`src/rtl/dfr_sequencer.sv`:
```
// ---------------------------------------------------------------------------
// dfr_sequencer
//   Sequences a virtual-node delay-line reservoir over one run of input
//   samples. For each accepted sample it visits VIRTUAL_NODES node slots. In
//   each slot it forms (sample * mask[node]) >>> FRAC_BITS plus the delayed
//   feedback from the reservoir tail, saturates the result, drives it to the
//   reservoir and publishes it on a valid/ready state stream.
//
// Optional feature (compile-time macro DFR_FB_SCALE_EN):
//   defined   : feedback = res_dout >>> fb_shift, with fb_shift captured when
//               a start is accepted and held for the whole run
//   undefined : feedback = res_dout, and the fb_shift port is ignored
//
// Ports:
//   clk, rst           clock, asynchronous active-high reset
//   start, num_samples run start pulse and sample count (honoured in IDLE only)
//   mask_we/addr/data  mask table write port (honoured in IDLE only)
//   fb_shift           feedback attenuation shift (DFR_FB_SCALE_EN only)
//   in_valid/ready/data      input sample handshake
//   res_din/en/clr, res_dout reservoir interface (write value, shift, clear, tail)
//   out_valid/ready/data/node/last  state stream to the readout
//   busy, done         run status and one-cycle completion pulse
// ---------------------------------------------------------------------------
module dfr_sequencer #(
  parameter int VIRTUAL_NODES    = 10,
  parameter int DATA_WIDTH       = 32,
  parameter int MASK_WIDTH       = 16,
  parameter int FRAC_BITS        = 8,
  parameter int SAMPLE_CNT_WIDTH = 16,
  localparam int AW              = $clog2(VIRTUAL_NODES)
) (
  input  logic                        clk,
  input  logic                        rst,
  input  logic                        start,
  input  logic [SAMPLE_CNT_WIDTH-1:0] num_samples,
  input  logic                        mask_we,
  input  logic [AW-1:0]               mask_addr,
  input  logic [MASK_WIDTH-1:0]       mask_data,
  input  logic [3:0]                  fb_shift,
  input  logic                        in_valid,
  output logic                        in_ready,
  input  logic [DATA_WIDTH-1:0]       in_data,
  output logic [DATA_WIDTH-1:0]       res_din,
  output logic                        res_en,
  output logic                        res_clr,
  input  logic [DATA_WIDTH-1:0]       res_dout,
  output logic                        out_valid,
  input  logic                        out_ready,
  output logic [DATA_WIDTH-1:0]       out_data,
  output logic [AW-1:0]               out_node,
  output logic                        out_last,
  output logic                        busy,
  output logic                        done
);

  localparam int PW = DATA_WIDTH + MASK_WIDTH;
  localparam int SW = PW + 1;
  localparam logic [AW-1:0] LAST_NODE  = AW'(VIRTUAL_NODES - 1);
  localparam logic [AW:0]   NODE_COUNT = (AW + 1)'(VIRTUAL_NODES);

  typedef enum logic [2:0] {
    S_IDLE    = 3'd0,
    S_CLEAR   = 3'd1,
    S_WAIT_IN = 3'd2,
    S_STEP    = 3'd3,
    S_DRAIN   = 3'd4
  } state_t;

  state_t state, next_state;

  logic [MASK_WIDTH-1:0]       mask_tab [VIRTUAL_NODES];
  logic [DATA_WIDTH-1:0]       in_sample;
  logic [AW-1:0]               node_idx;
  logic [SAMPLE_CNT_WIDTH-1:0] sample_cnt;
  logic [SAMPLE_CNT_WIDTH-1:0] sample_total;
  logic                        last_node;
  logic                        last_sample;
  logic                        fire;

  logic [MASK_WIDTH-1:0]        mask_sel;
  logic signed [PW-1:0]         sample_ext;
  logic signed [PW-1:0]         mask_ext;
  logic signed [PW-1:0]         prod_full;
  logic signed [PW-1:0]         prod;
  logic signed [DATA_WIDTH-1:0] fb_raw;
  logic signed [DATA_WIDTH-1:0] fb_val;
  logic signed [SW-1:0]         sum;
  logic [SW-DATA_WIDTH:0]       sum_upper;

`ifdef DFR_FB_SCALE_EN
  logic [3:0] fb_shift_q;
`else
  logic unused_fb_shift;
  assign unused_fb_shift = ^fb_shift;
`endif

  assign last_node   = (node_idx == LAST_NODE);
  assign last_sample = (sample_cnt == (sample_total - SAMPLE_CNT_WIDTH'(1'b1)));
  // A new node can be published when the output register is empty or being drained.
  assign fire        = !out_valid || out_ready;
  assign busy        = (state != S_IDLE);
  assign mask_sel    = mask_tab[node_idx];

  // Node arithmetic: scaled masked input plus feedback, saturated to DATA_WIDTH.
  always_comb begin
    sample_ext = {{MASK_WIDTH{in_sample[DATA_WIDTH-1]}}, in_sample};
    mask_ext   = {{DATA_WIDTH{mask_sel[MASK_WIDTH-1]}}, mask_sel};
    prod_full  = sample_ext * mask_ext;
    prod       = prod_full >>> FRAC_BITS;
`ifdef DFR_FB_SCALE_EN
    fb_raw     = $signed(res_dout) >>> fb_shift_q;
`else
    fb_raw     = $signed(res_dout);
`endif
    // The reservoir was just cleared, so the first sample carries no feedback.
    if (sample_cnt == '0) begin
      fb_val = '0;
    end else begin
      fb_val = fb_raw;
    end
    sum = {{(SW - PW){prod[PW-1]}}, prod}
        + {{(SW - DATA_WIDTH){fb_val[DATA_WIDTH-1]}}, fb_val};
    // All bits from the DATA_WIDTH sign position upward must agree to fit.
    sum_upper = sum[SW-1:DATA_WIDTH-1];
    if ((&sum_upper) || !(|sum_upper)) begin
      res_din = sum[DATA_WIDTH-1:0];
    end else if (sum[SW-1]) begin
      res_din = {1'b1, {(DATA_WIDTH - 1){1'b0}}};
    end else begin
      res_din = {1'b0, {(DATA_WIDTH - 1){1'b1}}};
    end
  end

  // State register.
  always_ff @(posedge clk or posedge rst) begin
    if (rst) begin
      state <= S_IDLE;
    end else begin
      state <= next_state;
    end
  end

  // Next-state logic and state-decoded strobes.
  always_comb begin
    next_state = state;
    in_ready   = 1'b0;
    res_en     = 1'b0;
    res_clr    = 1'b0;
    case (state)
      S_IDLE: begin
        if (start && (num_samples != '0)) begin
          next_state = S_CLEAR;
        end else begin
          next_state = S_IDLE;
        end
      end
      S_CLEAR: begin
        res_clr    = 1'b1;
        next_state = S_WAIT_IN;
      end
      S_WAIT_IN: begin
        in_ready = 1'b1;
        if (in_valid) begin
          next_state = S_STEP;
        end else begin
          next_state = S_WAIT_IN;
        end
      end
      S_STEP: begin
        if (fire) begin
          res_en = 1'b1;
          if (last_node && last_sample) begin
            next_state = S_DRAIN;
          end else if (last_node) begin
            next_state = S_WAIT_IN;
          end else begin
            next_state = S_STEP;
          end
        end else begin
          next_state = S_STEP;
        end
      end
      S_DRAIN: begin
        if (out_valid && out_ready) begin
          next_state = S_IDLE;
        end else begin
          next_state = S_DRAIN;
        end
      end
      default: begin
        next_state = S_IDLE;
      end
    endcase
  end

  // Mask table: writable only while idle, out-of-range addresses dropped.
  always_ff @(posedge clk or posedge rst) begin
    if (rst) begin
      for (int i = 0; i < VIRTUAL_NODES; i++) begin
        mask_tab[i] <= '0;
      end
    end else if ((state == S_IDLE) && mask_we && ({1'b0, mask_addr} < NODE_COUNT)) begin
      mask_tab[mask_addr] <= mask_data;
    end
  end

  // Run control counters, sample capture and the registered output stream.
  always_ff @(posedge clk or posedge rst) begin
    if (rst) begin
      in_sample    <= '0;
      node_idx     <= '0;
      sample_cnt   <= '0;
      sample_total <= '0;
      out_valid    <= 1'b0;
      out_data     <= '0;
      out_node     <= '0;
      out_last     <= 1'b0;
      done         <= 1'b0;
`ifdef DFR_FB_SCALE_EN
      fb_shift_q   <= 4'd0;
`endif
    end else begin
      done <= 1'b0;
      case (state)
        S_IDLE: begin
          if (start) begin
            if (num_samples == '0) begin
              done <= 1'b1;
            end else begin
              sample_total <= num_samples;
              sample_cnt   <= '0;
`ifdef DFR_FB_SCALE_EN
              fb_shift_q   <= fb_shift;
`endif
            end
          end
        end
        S_WAIT_IN: begin
          if (in_valid) begin
            in_sample <= in_data;
            node_idx  <= '0;
          end
        end
        S_STEP: begin
          if (fire) begin
            node_idx <= node_idx + AW'(1'b1);
            if (last_node) begin
              sample_cnt <= sample_cnt + SAMPLE_CNT_WIDTH'(1'b1);
            end
          end
        end
        S_DRAIN: begin
          if (out_valid && out_ready) begin
            done <= 1'b1;
          end
        end
        default: begin
          done <= 1'b0;
        end
      endcase

      // A step refills the output register; otherwise acceptance empties it.
      if (res_en) begin
        out_data  <= res_din;
        out_node  <= node_idx;
        out_valid <= 1'b1;
        out_last  <= last_node && last_sample;
      end else if (out_ready) begin
        out_valid <= 1'b0;
        out_last  <= 1'b0;
      end
    end
  end

endmodule

```
`config.mk`:
```
export PLATFORM = sky130hd
export DESIGN_NAME = dfr_sequencer
export DESIGN_NICKNAME = d
export VERILOG_FILES = /design/src/rtl/dfr_sequencer.sv
export SDC_FILE = /design/constraint.sdc
export NUM_CORES = 2
export LEC_CHECK = 0
export CAP_MARGIN = 40
export CELL_PAD_IN_SITES_DETAIL_PLACEMENT = 1
export CELL_PAD_IN_SITES_GLOBAL_PLACEMENT = 1
export CORE_MARGIN = 2
export CORE_UTILIZATION = 28
export CTS_CLUSTER_DIAMETER = 150
export DETAILED_ROUTE_END_ITERATION = 10
export GPL_ROUTABILITY_DRIVEN = 0
export PLACE_DENSITY_LB_ADDON = 0.2
export SYNTH_ARGS = -nofsm -noshare
export SYNTH_HDL_FRONTEND = slang
export SYNTH_SLANG_ARGS = --single-unit
```
`constraint.sdc`:
```
create_clock -name clk -period 13.5 [get_ports clk]
set_clock_uncertainty 0.1 [all_clocks]
set_input_delay 1.35 -clock clk [delete_from_list [all_inputs] [get_ports clk]]
set_output_delay 1.35 -clock clk [all_outputs]
set_load 0.005 [all_outputs]
```
Word-level counts from Yosys, hierarchy flattened
Cells that the tools add are included.
{ "op_classes": {"eq_ne": 11, "addsub": 4, "n_bitwise": 3, "mux": 35, "magnitude_cmp": 4, "n_mul": 1, "n_reduce_logical": 24} }
{ "ops": {"columns": ["op", "count"], "rows": [
  ["bitwise mux 160 bit", 1],
  ["2-to-1 mux 16 bit", 7],
  ["2-to-1 mux 32 bit", 3],
  ["binary-select mux 16 bit (select 4 bit)", 1],
  ["demux 16 bit (select 4 bit)", 1],
  ["multiplier 32 x 16 -> 48 bit", 1],
  ["adder 40 x 32 -> 41 bit", 1],
  ["logical NOT 16 bit", 2],
  ["case mux 16 bit (2 select lines)", 1],
  ["AND reduction 18 bit", 1],
  ["OR reduction 18 bit", 1],
  ["adder 16 x 1 -> 16 bit (second input constant)", 1],
  ["equality test 16 bit", 1],
  ["nonzero test 16 bit", 1],
  ["subtractor 16 x 1 -> 16 bit (second input constant)", 1],
  ["case mux 3 bit (5 select lines)", 1],
  ["2-to-1 mux 1 bit", 13],
  [">= comparator 5 bit (second input constant)", 2],
  ["inequality test 2 bit (second input constant)", 5],
  ["NOT 4 -> 5 bit", 2],
  ["2-to-1 mux 3 bit", 3],
  ["2-to-1 mux 4 bit", 2],
  ["case mux 4 bit (2 select lines)", 1],
  ["equality test 3 x 2 -> 1 bit (second input constant)", 2],
  ["17 further kinds", 27]
]} }
{ "word_totals": {"ff_bits": 270, "word_cells": 102, "out_inout_bits": 75} }

Longest topological paths before layout
{ "depth": {"depth_word": 10, "ltp_mapped": 46, "ltp_nobuf": 39} }

Worst setup path before layout
Ideal clock, no wire load.
{ "synth_timing": {"path_kind": "reg-to-output", "from": "register node_idx[1]", "to": "output res_din[19]", "t_arrival_ns": 10.667, "path_stages_with_launch": 45, "setup_slack_ns": 1.383, "cell_sequence": "dfrtp_1 -> buf_2 -> buf_1 -> buf_2 -> buf_1 -> mux4_2 -> nand2_1 -> a21oi_1 -> clkbuf_1 -> nand2_1 -> fa_1 -> inv_1 -> fa_1 -> inv_1 -> fa_1 -> inv_1 -> fa_1 -> fa_1 -> [... 9 more ...] -> nand2b_1 -> o31a_4 -> a311oi_4 -> o21ai_1 -> nand2_1 -> xnor2_1 -> ha_1 -> a21o_1 -> a21o_1 -> a21o_1 -> a2111oi_0 -> o31ai_1 -> nor2b_1 -> nor3_1 -> a21oi_1 -> a31oi_2 -> clkbuf_1 -> nor2_1"} }
{ "synth_via": {"elab_chain_cells": 10, "word_cells_on_any_way": 12} }
{ "synth_lines": {"columns": ["element", "line", "rtl"], "rows": [
  ["from (decl)", "73", "logic [AW-1:0] node_idx;"],
  ["from (signal assigned)", "246", "node_idx <= node_idx + AW'(1'b1);"],
  ["NOT 4 -> 5 bit (implied by the code) (*)", "102", "assign mask_sel = mask_tab[node_idx];"],
  ["binary-select mux 16 bit (select 4 bit) (*)", "102", null],
  ["2-to-1 mux 16 bit (implied by the code) (*) (2 in series)", "102", null],
  ["multiplier 32 x 16 -> 48 bit (*)", "108", "prod_full = sample_ext * mask_ext;"],
  ["adder 40 x 32 -> 41 bit (*)", "122", "+ {{(SW - DATA_WIDTH){fb_val[DATA_WIDTH-1]}}, fb_val};"],
  ["OR reduction 18 bit", "125", "if ((&sum_upper) || !(|sum_upper)) begin"],
  ["logical NOT 1 bit", "125", null],
  ["logical OR 1 bit", "125", null],
  ["2-to-1 mux 32 bit (*)", "125", null],
  ["to (decl)", "43", "output logic [DATA_WIDTH-1:0] res_din,"]
]} }
Every way passes the cells marked *; elsewhere a longest branch is shown, timed or not. The select of a mux whose other input is x is not followed.

Worst setup path after layout
{ "layout_timing": {"from": "register node_idx[1]", "to": "output res_din[26]"} }
Same word-level chain as after synthesis.

==> flow_metrics.env <==
export IMPL_outcome="finished, final reports clean"
export IMPL_synth_edf_count=0
export IMPL_path_clk_slew_ns=0.06
export IMPL_syn_cell_area_um2=32700
export IMPL_synth_main_ff_cell="dfrtp_1"
export IMPL_cts_sinks=270
export IMPL_max_freq_mhz=76.6
export IMPL_rows=125
export IMPL_yosysSeqAreaShare_pct=20.6
export IMPL_netlist_top_cells_area="fa_1, dfrtp_1, mux2_2"
export IMPL_ctsLongestPathBuffers=3
export IMPL_crit_fanout=10
export IMPL_coreArea_um2=116000
export IMPL_grt_usage_pct=17.7
export IMPL_startpoint_type="flop"
export IMPL_drtIter0Drc=900
export IMPL_yosys_cell_count_top_type="inv_1"
export IMPL_h_tree_depth=2
export IMPL_ys_ff_latch=270
export IMPL_fillers=13100
export IMPL_holdCritPathClass="flop to flop"
export IMPL_yosysTopAreaCell="fa_1"
export IMPL_synth_cell_types=79
export IMPL_crit_path_end_kind="output port"
export IMPL_max_cap_violations=0
export IMPL_ys_warn_count=0
export IMPL_ant_nets=0
export IMPL_worstPathRequired_ns=12.05
export IMPL_ios=185
export IMPL_cpMostUsedCell="fa_1"
export IMPL_rsz0062_at_grt="yes"
export IMPL_io_buffers=180
export IMPL_slew_viol_final=0
export IMPL_finalNetCount=4283
export IMPL_cts_tree="done"
export IMPL_cpPeakStageDelay_ns=0.55
export IMPL_cts_made_buffers=36
export IMPL_dieArea_um2=120000
export IMPL_insertion_delay_ns=0.60
export IMPL_hpwlAfterDp_um=78900
export IMPL_cts_root_buf="clkbuf_16"
export IMPL_setup_viol=0
export IMPL_synth_top_cells_by_count="inv_1, fa_1, nand2_1"
export IMPL_crit_type="flop to output port"
export IMPL_synth_top_cell_area_share_pct=29.7
export IMPL_post_route_drc_count=0
export IMPL_vias=24000
export IMPL_worst_endpoint_arrival_ns=11.61
export IMPL_routed_wl_um=105000
export IMPL_grt_pass1_vias=26400
export IMPL_grt_max_degree=170
export IMPL_finalHoldViolCount=0
export IMPL_syn_avg_cell_area_um2=9.69
export IMPL_async_reset_ff_share_pct=100
export IMPL_min_period_over_period_pct=96.7
export IMPL_syn_to_final_growth_pct=18.5
export IMPL_hold_buffers=0
export IMPL_firstDrtPassIters=5
export IMPL_start_util_pct=28.2
export IMPL_grt_antenna_before_repair=7
export IMPL_period_minus_slack_ns=13.06
export IMPL_via_per_inst=4.73
export IMPL_synthCells=3377
export IMPL_grt_overflow_total=0
export IMPL_wire_per_inst_um=20.6
export IMPL_grt_pass1_wl_um=164000
export IMPL_tightest_slew_ns=1.00
export IMPL_die_w_um=346
export IMPL_synth_nets=4130
export IMPL_layout_drive_gt1_share_pct=15.0
export IMPL_chipHeight_um=346
export IMPL_fin_setup_tns_ns=0
export IMPL_timing_critical_path_slowest_stage_cell="mux4_2"
export IMPL_max_slew_margin_rel_pct=33.1
## through the flow
stage / cell area (um^2) / hold slack, ns / setup WS, ns / util (%) / std cells
floorplan: 32700 / 0.371 / 1.38 / - / 3377
global placement: 36700 / 0.365 / 0.322 / 31.6 / 4988
detailed placement: 36900 / 0.373 / 0.413 / 31.8 / 4999
CTS: 38300 / 0.388 / 0.00466 / 33.0 / 5065
global route: 38800 / 0.410 / -0.0539 / 33.4 / 5079
finish: 38800 / 0.381 / 0.442 / 33.4 / 5080
## cell families after synthesis
logic type	synth area share (%)
DFF	20.6
adders and majority gates	35.7
buffers and inverters	9.02
xor gates and xnor gates	2.92
AOI/OAI and AO/OA	7.52
muxes	9.98
and+or+nand+nor	14.2
## layer usage
| layer | vias up | wire (um) | track usage [%] |
|---|---|---|---|
| li1 | 11000 | - | - |
| met1 | 12600 | 51400 | 25.8 |
| met2 | 320 | 46800 | 27.6 |
| met3 | 120 | 4090 | 2.87 |
| met4 | 14 | 2110 | 3.24 |
| met5 | - | 97 | 0 |
## registers in the layout (all words and copies together), names as in the netlist
name / flops
out_data: 32
sample_cnt: 16
out_last: 1
mask_tab: 160
done: 1
out_node: 4
node_idx: 4
out_valid: 1
in_sample: 32
sample_total: 16
state: 3
## worst paths after layout
path	slack, ns	cells past startpoint	endpoint	from
max in group asynchronous	10.58	3	in_sample[19]	rst
worst max-delay path	0.44	42	res_din[26]	node_idx[1]
worst min-delay path	0.38	2	out_node[2]	out_node[2]
worst max register to register	2.68	41	out_data[16]	node_idx[1]
worst min register to register	0.38	2	out_node[2]	out_node[2]
min in group asynchronous	1.16	2	mask_tab[132]	rst
## layout by cell type (no fill, tap or decap), drive strengths merged, types with 9 or more instances in the layout
cell type and n:
a211oi 12, a21o 39, a21oi 104, a221oi 15, a311oi 21, a31oi 12
and2 220, buf 111, clkbuf 54, clkdlybuf4s50 178, dfrtp 270, fa 486
ha 157, inv 601, mux2 222, mux2i 9, mux4 30, nand2 404
nand2b 23, nand3 33, nand4 28, nor2 121, nor2b 15, nor3 37
nor4 18, o211ai 19, o21a 16, o21ai 64, or2 19, xnor2 63
xor2 46
## critical path, delay by kind of cell, from the launching register on
kind	cells	cell delay (ns)
DFF	1	0.54
muxes	1	0.55
AOI/OAI and AO/OA	12	2.67
adders and majority gates	8	3.64
buffers and inverters	11	1.76
xor gates and xnor gates	1	0.14
and+or+nand+nor	9	1.66
## timing repair
item,in CTS,in global routing
buffers inserted,3,10
resized for setup,11,88
gates cloned,0,4
hold endpoints to repair,0,0
endpoints found under the setup margin,31,31
pin swaps,0,14
## cell type report
cell class	count	area (um^2)	area share (%)
antenna	1	2.50	0.00645
clock buffer	50	1020	2.64
clock inverter	13	225	0.581
inverter	599	2260	5.82
multi-input combinational	2328	23500	60.5
sequential	270	6760	17.4
tap	1524	1910	4.92
timing repair buffer	295	3130	8.06
Power is left out: the tool's default activity adds up to more than one toggle a clock period on the data nets, which glitch-free logic cannot reach.
